$ cat src/rtl/mem_pkg.sv
// Shared types and helpers for the MEM stage: memory op codes, FSM states and
// lane/alignment predicates.
package mem_pkg;

    localparam int DATA_W = 32;

    typedef enum logic [3:0] {
        MEM_NONE = 4'd0,
        LB       = 4'd1,
        LBU      = 4'd2,
        LH       = 4'd3,
        LHU      = 4'd4,
        LW       = 4'd5,
        SB       = 4'd6,
        SH       = 4'd7,
        SW       = 4'd8
    } mem_op_e;

    typedef enum logic {
        IDLE = 1'b0,
        BUS  = 1'b1
    } state_e;

    // Codes 9..15 are not memory ops and behave like MEM_NONE.
    function automatic logic is_mem(input logic [3:0] op);
        return (op >= 4'(LB)) && (op <= 4'(SW));
    endfunction

    function automatic logic is_store(input logic [3:0] op);
        return (op == 4'(SB)) || (op == 4'(SH)) || (op == 4'(SW));
    endfunction

    function automatic logic is_misaligned(input logic [3:0] op, input logic [1:0] a);
        logic half_op;
        logic word_op;
        half_op = (op == 4'(LH)) || (op == 4'(LHU)) || (op == 4'(SH));
        word_op = (op == 4'(LW)) || (op == 4'(SW));
        return (half_op && a[0]) || (word_op && (a != 2'b00));
    endfunction

endpackage

$ cat src/rtl/mem_lane_align.sv
// Combinational byte-lane logic: byte enables, store-data replication and
// load-data extraction with sign/zero extension (little-endian).
module mem_lane_align
    import mem_pkg::*;
(
    input  logic [3:0]        op,
    input  logic [1:0]        addr_lo,
    input  logic [DATA_W-1:0] sdata,
    input  logic [DATA_W-1:0] rdata,
    output logic [3:0]        be,
    output logic [DATA_W-1:0] wdata,
    output logic [DATA_W-1:0] ldata
);

    logic [7:0]  byte_sel;
    logic [15:0] half_sel;

    always_comb begin
        byte_sel = rdata[{addr_lo, 3'b000} +: 8];
        half_sel = addr_lo[1] ? rdata[31:16] : rdata[15:0];
    end

    always_comb begin
        be    = 4'b0000;
        wdata = sdata;
        ldata = rdata;
        case (mem_op_e'(op))
            LB: begin
                be    = 4'b0001 << addr_lo;
                ldata = {{24{byte_sel[7]}}, byte_sel};
            end
            LBU: begin
                be    = 4'b0001 << addr_lo;
                ldata = {24'b0, byte_sel};
            end
            LH: begin
                be    = addr_lo[1] ? 4'b1100 : 4'b0011;
                ldata = {{16{half_sel[15]}}, half_sel};
            end
            LHU: begin
                be    = addr_lo[1] ? 4'b1100 : 4'b0011;
                ldata = {16'b0, half_sel};
            end
            LW: be = 4'b1111;
            SB: begin
                be    = 4'b0001 << addr_lo;
                wdata = {4{sdata[7:0]}};
            end
            SH: begin
                be    = addr_lo[1] ? 4'b1100 : 4'b0011;
                wdata = {2{sdata[15:0]}};
            end
            SW: be = 4'b1111;
            default: be = 4'b0000;
        endcase
    end

endmodule

$ cat src/rtl/mem_access_unit.sv
// MEM pipeline stage: runs loads/stores over a req/ack bus, stalls upstream while
// busy, aborts on timeout. Optional MEM_ALIGN_CHECK_EN adds misalignment traps.
module mem_access_unit
    import mem_pkg::*;
#(
    parameter int REG_ADDR_W  = 5,
    parameter int ADDR_W      = 32,
    parameter int BUS_TIMEOUT = 255
) (
    input  logic                  clk_i,
    input  logic                  rst_i,
    input  logic                  valid_i,
    input  logic [REG_ADDR_W-1:0] wd_i,
    input  logic                  wreg_i,
    input  logic [DATA_W-1:0]     wdata_i,
    input  logic [3:0]            mem_op_i,
    input  logic [ADDR_W-1:0]     mem_addr_i,
    input  logic [DATA_W-1:0]     mem_sdata_i,
    output logic                  stall_req_o,
    output logic                  bus_req_o,
    output logic                  bus_we_o,
    output logic [ADDR_W-1:0]     bus_addr_o,
    output logic [3:0]            bus_be_o,
    output logic [DATA_W-1:0]     bus_wdata_o,
    input  logic [DATA_W-1:0]     bus_rdata_i,
    input  logic                  bus_ack_i,
    output logic                  bus_err_o,
    output logic                  valid_o,
    output logic [REG_ADDR_W-1:0] wd_o,
    output logic                  wreg_o,
    output logic [DATA_W-1:0]     wdata_o
`ifdef MEM_ALIGN_CHECK_EN
    ,
    output logic                  align_exc_o,
    output logic [ADDR_W-1:0]     bad_addr_o
`endif
);

    localparam logic [15:0] TIMEOUT_LAST = 16'(BUS_TIMEOUT - 1);

    state_e                state_q, state_d;
    logic [15:0]           cnt_q, cnt_d;
    logic                  valid_d, wreg_d, err_d, exc_d;
    logic [REG_ADDR_W-1:0] wd_d;
    logic [DATA_W-1:0]     wdata_d;
    logic                  mem_op, misal, in_bus;
    logic [3:0]            lane_be;
    logic [DATA_W-1:0]     lane_wdata, lane_ldata;

    mem_lane_align u_lane (
        .op      (mem_op_i),
        .addr_lo (mem_addr_i[1:0]),
        .sdata   (mem_sdata_i),
        .rdata   (bus_rdata_i),
        .be      (lane_be),
        .wdata   (lane_wdata),
        .ldata   (lane_ldata)
    );

`ifdef MEM_ALIGN_CHECK_EN
    assign misal = is_misaligned(mem_op_i, mem_addr_i[1:0]);
`else
    assign misal = 1'b0;
`endif

    assign mem_op = is_mem(mem_op_i);
    assign in_bus = (state_q == BUS);

    // Bus handshake: bus_req_o stays high with we/addr/be/wdata stable until the
    // cycle bus_ack_i is sampled high; that edge completes the transfer. Any ack
    // seen outside BUS is ignored. Address and lanes come from the held upstream
    // inputs, which the stall keeps constant.
    assign bus_req_o   = in_bus;
    assign bus_we_o    = in_bus & is_store(mem_op_i);
    assign bus_addr_o  = in_bus ? {mem_addr_i[ADDR_W-1:2], 2'b00} : '0;
    assign bus_be_o    = in_bus ? lane_be : 4'b0000;
    assign bus_wdata_o = in_bus ? lane_wdata : '0;

    // Gated by reset so every output reads 0 while rst_i is asserted.
    assign stall_req_o = ~rst_i & (((state_q == IDLE) & valid_i & mem_op & ~misal) |
                                   (in_bus & ~bus_ack_i));

    always_comb begin
        state_d = state_q;
        cnt_d   = cnt_q;
        valid_d = 1'b0;
        wreg_d  = 1'b0;
        wd_d    = '0;
        wdata_d = '0;
        err_d   = 1'b0;
        exc_d   = 1'b0;
        case (state_q)
            IDLE: begin
                if (valid_i) begin
                    if (!mem_op) begin
                        valid_d = 1'b1;
                        wd_d    = wd_i;
                        wreg_d  = wreg_i;
                        wdata_d = wdata_i;
                    end else if (misal) begin
                        exc_d = 1'b1;
                    end else begin
                        state_d = BUS;
                        cnt_d   = '0;
                    end
                end
            end
            BUS: begin
                if (bus_ack_i) begin
                    state_d = IDLE;
                    valid_d = 1'b1;
                    wd_d    = wd_i;
                    wreg_d  = wreg_i;
                    wdata_d = is_store(mem_op_i) ? wdata_i : lane_ldata;
                end else if (cnt_q == TIMEOUT_LAST) begin
                    state_d = IDLE;
                    err_d   = 1'b1;
                end else if (cnt_q != 16'hFFFF) begin
                    cnt_d = cnt_q + 16'd1;
                end
            end
            default: state_d = IDLE;
        endcase
    end

    always_ff @(posedge clk_i or posedge rst_i) begin
        if (rst_i) begin
            state_q   <= IDLE;
            cnt_q     <= '0;
            valid_o   <= 1'b0;
            wd_o      <= '0;
            wreg_o    <= 1'b0;
            wdata_o   <= '0;
            bus_err_o <= 1'b0;
        end else begin
            state_q   <= state_d;
            cnt_q     <= cnt_d;
            valid_o   <= valid_d;
            wd_o      <= wd_d;
            wreg_o    <= wreg_d;
            wdata_o   <= wdata_d;
            bus_err_o <= err_d;
        end
    end

`ifdef MEM_ALIGN_CHECK_EN
    always_ff @(posedge clk_i or posedge rst_i) begin
        if (rst_i) begin
            align_exc_o <= 1'b0;
            bad_addr_o  <= '0;
        end else begin
            align_exc_o <= exc_d;
            if (exc_d) begin
                bad_addr_o <= mem_addr_i;
            end
        end
    end
`else
    logic unused_exc;
    assign unused_exc = exc_d;
`endif

endmodule

$ cat config.mk
export PLATFORM = sky130hd
export DESIGN_NAME = mem_access_unit
export DESIGN_NICKNAME = d
export VERILOG_FILES = /design/src/rtl/mem_pkg.sv /design/src/rtl/mem_lane_align.sv /design/src/rtl/mem_access_unit.sv
export SDC_FILE = /design/constraint.sdc
export NUM_CORES = 1
export LEC_CHECK = 0
export CAP_MARGIN = 20
export CORE_ASPECT_RATIO = 1.4
export CORE_UTILIZATION = 40
export DETAILED_ROUTE_END_ITERATION = 8
export PLACE_DENSITY = 0.87
export SLEW_MARGIN = 20
export SYNTH_ARGS = -nofsm -noshare
export SYNTH_HDL_FRONTEND = slang
export SYNTH_SLANG_ARGS = --single-unit
$ cat constraint.sdc
create_clock -name clk_i -period 5.3 [get_ports clk_i]
set_input_delay 1.06 -clock clk_i [delete_from_list [all_inputs] [get_ports clk_i]]
set_output_delay 1.06 -clock clk_i [all_outputs]
set_load 0.01 [all_outputs]
# Yosys cells after proc, flatten, opt, wreduce, memory -nomap -nowiden
# Index checks and enable logic that the tools add are counted.
# W data, S select, Z words.
[word_totals]
reg_bits = 57
out_inout_bits = 111
[op_classes]
addsub = 1
order_cmp = 2
n_eq_ne = 15
shifts = 2
mux = 39
n_bitwise = 9
n_reduce_logical = 7
[ops]
columns = ["op", "n"]
rows = [
  ["$mux W32", 6],
  ["$pmux W32 S2", 2],
  ["$pmux W32 S4", 1],
  ["$mux W16", 6],
  ["$pmux W16 S2", 1],
  ["$shiftx A32 B6 Y8", 1],
  ["$add A16 B1 Y16 const B", 1],
  ["$eq A16 B8 Y1 const B", 1],
  ["$eq A4 B3 Y1 const B", 4],
  ["$ne A16 B16 Y1 const B", 1],
  ["$mux W5", 3],
  ["$mux W1", 13],
  ["$pmux W4 S3", 1],
  ["$pmux W5 S2", 1],
  ["$eq A4 B2 Y1 const B", 2],
  ["$mux W4", 2],
  ["$ne A2 B2 Y1 const B", 4],
  ["$pmux W1 S2", 3],
  ["$reduce_or A3 Y1", 2],
  ["$and A1 B1 Y1", 5],
  ["$reduce_and A5 Y1", 1],
  ["$eq A4 B1 Y1 const B", 1],
  ["$eq A4 B4 Y1 const B", 1],
  ["$ge A4 B1 Y1 const B", 1],
  ["other kinds (8)", 11],
]

# Longest topological paths before layout
[logic_depth]
ltp_word = 6
depth_mapped = 8
depth_no_buf = 6

# Cells and area by module
# A second synthesis with hierarchy kept.
[hier_totals]
hier_cells = 459
hier_area_um2 = 4115.2
[by_module_without_submodules]
columns = ["mod", "n_inst", "cells_per_inst", "area_each_um2", "seq_area_each_um2"]
rows = [
  ["mem_access_unit", 1, 295, 2950.3, 1426.4],
  ["mem_lane_align", 1, 164, 1164.9, 0.0],
]

# Worst setup path before layout
# Ideal clock, no wire load.
[synth_timing]
path_type = "input port to output port"
startpoint = "in mem_op_i[1]"
endpoint = "out bus_wdata_o[10]"
t_arrival_ns = 2.479
slack_ns = 1.761
stages = 8
path_buffers = 3
cell_sequence = "buf_2 > buf_4 > inv_1 > or3_1 > clkbuf_1 > nor2_2 > nand2_1 > a21boi_0"
[synth_between]
elab_chain_cells = 3
elab_cells_between_ends = 4
classes_between = "2 x eq/ne; 2 x mux"
[synth_lines]
columns = ["item", "line_no", "rtl"]
rows = [
  ["from (decl)", "mem_access_unit.sv:16", "input logic [3:0] mem_op_i,"],
  ["$eq A4 B3 Y1", "mem_lane_align.sv:27", "case (mem_op_e'(op))"],
  ["$pmux W32 S2 *", "mem_lane_align.sv:27", ""],
  ["$mux W32 *", "mem_access_unit.sv:77", "assign bus_wdata_o = in_bus ? lane_wdata : '0;"],
  ["to (decl)", "mem_access_unit.sv:24", "output logic [DATA_W-1:0] bus_wdata_o,"],
]
# Mark *: on every way between the ends. The rest lies on a longest branch, timed or not.

# Worst setup path in the final report
[layout_timing]
startpoint = "in mem_op_i[1]"
endpoint = "out bus_wdata_o[12]"
# The elaborated chain is that of the path after synthesis.

==> impl_metrics.env <==
export IMPL_startpoint_type="input pin"
export IMPL_synth_top_cell_area_share_pct=36.0
export IMPL_pwr_share_clk_pct=35.8
export IMPL_clock_sinks=57
export IMPL_worstPathRequired_ps=4240
export IMPL_grt_max_degree=72
export IMPL_critPathMaxFanout=18
export IMPL_initial_core_util_pct=41.4
export IMPL_finalNonFillerCells=853
export IMPL_syn_to_final_growth_pct=73.1
export IMPL_final_common_cell="clkdlybuf4s50_1"
export IMPL_place_congestion=0.944
export IMPL_yosysTopAreaCell="dfrtp_1"
export IMPL_num_vias=4733
export IMPL_fill_cells=734
export IMPL_p_comb_share_pct=32.5
export IMPL_arrival_ps=3610
export IMPL_grt_pass1_wl_um=24800
export IMPL_grt_overflow=0
export IMPL_powerDensity_nw_per_um2=233
export IMPL_yosys_top_cells_area="dfrtp_1 36%, and2_1 7.3%, nand2_1 7.1%"
export IMPL_io_pins=253
export IMPL_synthArstFlopShare_pct=100
export IMPL_ys_types=60
export IMPL_place_hpwl_um=12500
export IMPL_power_switching_fraction_pct=28.6
export IMPL_clkLatencyLatePin_ps=330
export IMPL_synth_edff_count=0
export IMPL_vdd_ir_drop_worst_uv=128
export IMPL_worst_setup_path_end_kind="output port"
export IMPL_syn_avg_cell_area_sq_um=8.29
export IMPL_drv_slew=0
export IMPL_clk_pin_slew_ps=50
export IMPL_timing_hold_ws_ps=484
export IMPL_leakagePower_nw=2.83
export IMPL_htreeDepth=3
export IMPL_hold_path_class="reg -> reg"
export IMPL_die_area_sq_um=10300
export IMPL_clockRootBuffer="clkbuf_16"
export IMPL_postRouteAntennaNets=0
export IMPL_antenna_cells=0
export IMPL_io_buffers=250
export IMPL_ys_flop_type="dfrtp_1"
export IMPL_grt_usage_pct=31.8
export IMPL_drive_gt1_share_pct=6.38
export IMPL_fmax_mhz=214
export IMPL_setup_viol=0
export IMPL_layout_common_cells="250 x clkdlybuf4s50_1, 75 x nand2_1, 56 x dfrtp_1, 46 x and2_1"
export IMPL_seq_power_share_pct=31.7
export IMPL_worst_slew_pin_slew_ps=919
export IMPL_wl_per_cell_um=19.2
export IMPL_wl_um=16400
export IMPL_skew_ps=7.08
export IMPL_multiInputGateArea_sq_um=2340
export IMPL_grt_pass1_vias=4656
export IMPL_antenna_found_initial=1
export IMPL_fin_crit_ps=4670
export IMPL_core_sq_um=9560
export IMPL_postCtsHoldBufs=0
export IMPL_maxCapViolCount=0
export IMPL_setup_tns_final_ps=0
export IMPL_synth_area_sq_um=3960
export IMPL_post_cts_buffers=0
export IMPL_crit_type="in -> out"
export IMPL_die_w_um=86.1
export IMPL_postLayoutCellArea_sq_um=6860
export IMPL_firstDrtPassIters=5
export IMPL_hold_viol=0
export IMPL_cts_resized=0
export IMPL_cts_tree="done"
export IMPL_p_total_mw=1.60
export IMPL_synth_seq_cells=57
export IMPL_switching_power_uw=457
export IMPL_ys_seq_area_share_pct=36.0
export IMPL_remaining_drc_errors=0
export IMPL_numCtsBuffers=9
export IMPL_cts_max_path_buffers=2
export IMPL_status="finished clean"
export IMPL_vias_per_cell=5.55
export IMPL_netlist_instances=478
export IMPL_regArea_sq_um=1430
export IMPL_slew_headroom_pct=38.8
export IMPL_dp_cells=837
export IMPL_rows=42
export IMPL_rsz0062_at_grt="no"
export IMPL_yosysWarnings=0
export IMPL_finalCritPeriodShare_pct=88.1
export IMPL_p_int_mw=1.14
export IMPL_nNetsFinal=860
export IMPL_die_y_um=120
export IMPL_placed_cell_area_sq_um=6550
export IMPL_drtIter0Drc=423
-- critical path, cell delays in order --
cell and delay, ps:
clkdlybuf4s50_1 450, buf_4 220, inv_1 140, or3_1 560, nor2_2 350, nand2_1 90
a21boi_0 170, clkdlybuf4s50_1 560
-- state kept, by name (all words and copies together), names as in the netlist --
register,flops
wdata_o,32
cnt_q,16
wd_o,5
bus_err_o,1
bus_req_o,1
valid_o,1
wreg_o,1
-- per-layer routing --
layer	routed length (um)	global-route usage, %	share of wire, %
met1	6190	37.8	38
met3	1730	9.90	11
met2	8010	53.6	49
met4	445	10.9	2.7
met5	13	0	0.079
-- synth_stat cells (2+ instances only) --
master / number
a221o_1: 7
nor2b_1: 5
inv_1: 14
xor2_1: 9
buf_4: 5
nor3_1: 6
mux2_2: 7
nor2_1: 30
o21ai_1: 2
a21boi_0: 18
nand3b_1: 2
buf_2: 7
a211oi_1: 2
o211a_1: 9
nand2b_1: 6
or2_2: 2
o211ai_1: 3
o21a_1: 2
clkbuf_1: 20
and3_1: 2
o21bai_1: 4
a21oi_1: 27
nor4_1: 2
a21o_1: 2
o22ai_1: 7
nand3_1: 10
a222oi_1: 7
o21ai_0: 30
o2111ai_1: 2
a311oi_1: 2
o311ai_0: 3
and2_1: 46
ha_1: 2
mux2i_1: 11
nor3_2: 2
nand2_1: 75
nand4_1: 5
o31a_1: 2
dfrtp_1: 57
nor3b_1: 2
o31ai_1: 3
-- worst paths after layout --
check / slack (ps) / startpoint / end / cells after the start
worst min register to register: 480 / cnt_q[7] / cnt_q[7] / 1
min in group asynchronous: 1100 / rst_i / cnt_q[13] / 2
worst max-delay path: 630 / mem_op_i[1] / bus_wdata_o[12] / 8
max in group asynchronous: 3340 / rst_i / bus_req_o / 3
worst max register to register: 2570 / bus_req_o / wdata_o[5] / 5
worst min-delay path: 480 / cnt_q[7] / cnt_q[7] / 1
-- kinds of logic (layout without fill, tap and decap cells) --
logic type      count (synthesis)  count (layout)  synth area share [%]
compound gates                138             138                  24.4
mux                            19              19                  5.34
flops                          57              57                  36.0
simple gates                  204             204                  26.1
fa+ha+maj                       3               3                 0.884
buf+inv                        47             289                  5.18
xor+xnor                        9               9                  1.99
other cells                     1               2                0.0947
-- cell type report --
| type | count | share of cell area, % |
|---|---|---|
| Inverter | 14 | 0.766 |
| Timing Repair Buffer | 259 | 37.5 |
| Clock inverter | 5 | 0.803 |
| Sequential cell | 57 | 20.8 |
| Tap cell | 132 | 2.41 |
| Clock buffer | 11 | 3.54 |
| Multi-Input combinational cell | 375 | 34.2 |
-- power by group through the flow --
stage	combinational, mW	sequential, mW	clock [mW]
3_5_place_dp	0.509	0.513	0
4_1_cts	0.515	0.506	0.576
5_1_grt	0.550	0.511	0.599
2_1_floorplan	0.199	0.512	0
6_report	0.518	0.506	0.571
3_3_place_gp	0.503	0.510	0
-- metrics by stage --
stage | setup WS (ps) | util [%]
floorplan | 1760 | -
CTS | 647 | 71.6
global placement | 694 | 68.5
detailed placement | 661 | 68.5
finish | 633 | 71.7
global route | 427 | 71.7
(Power assumes the default switching activity.)
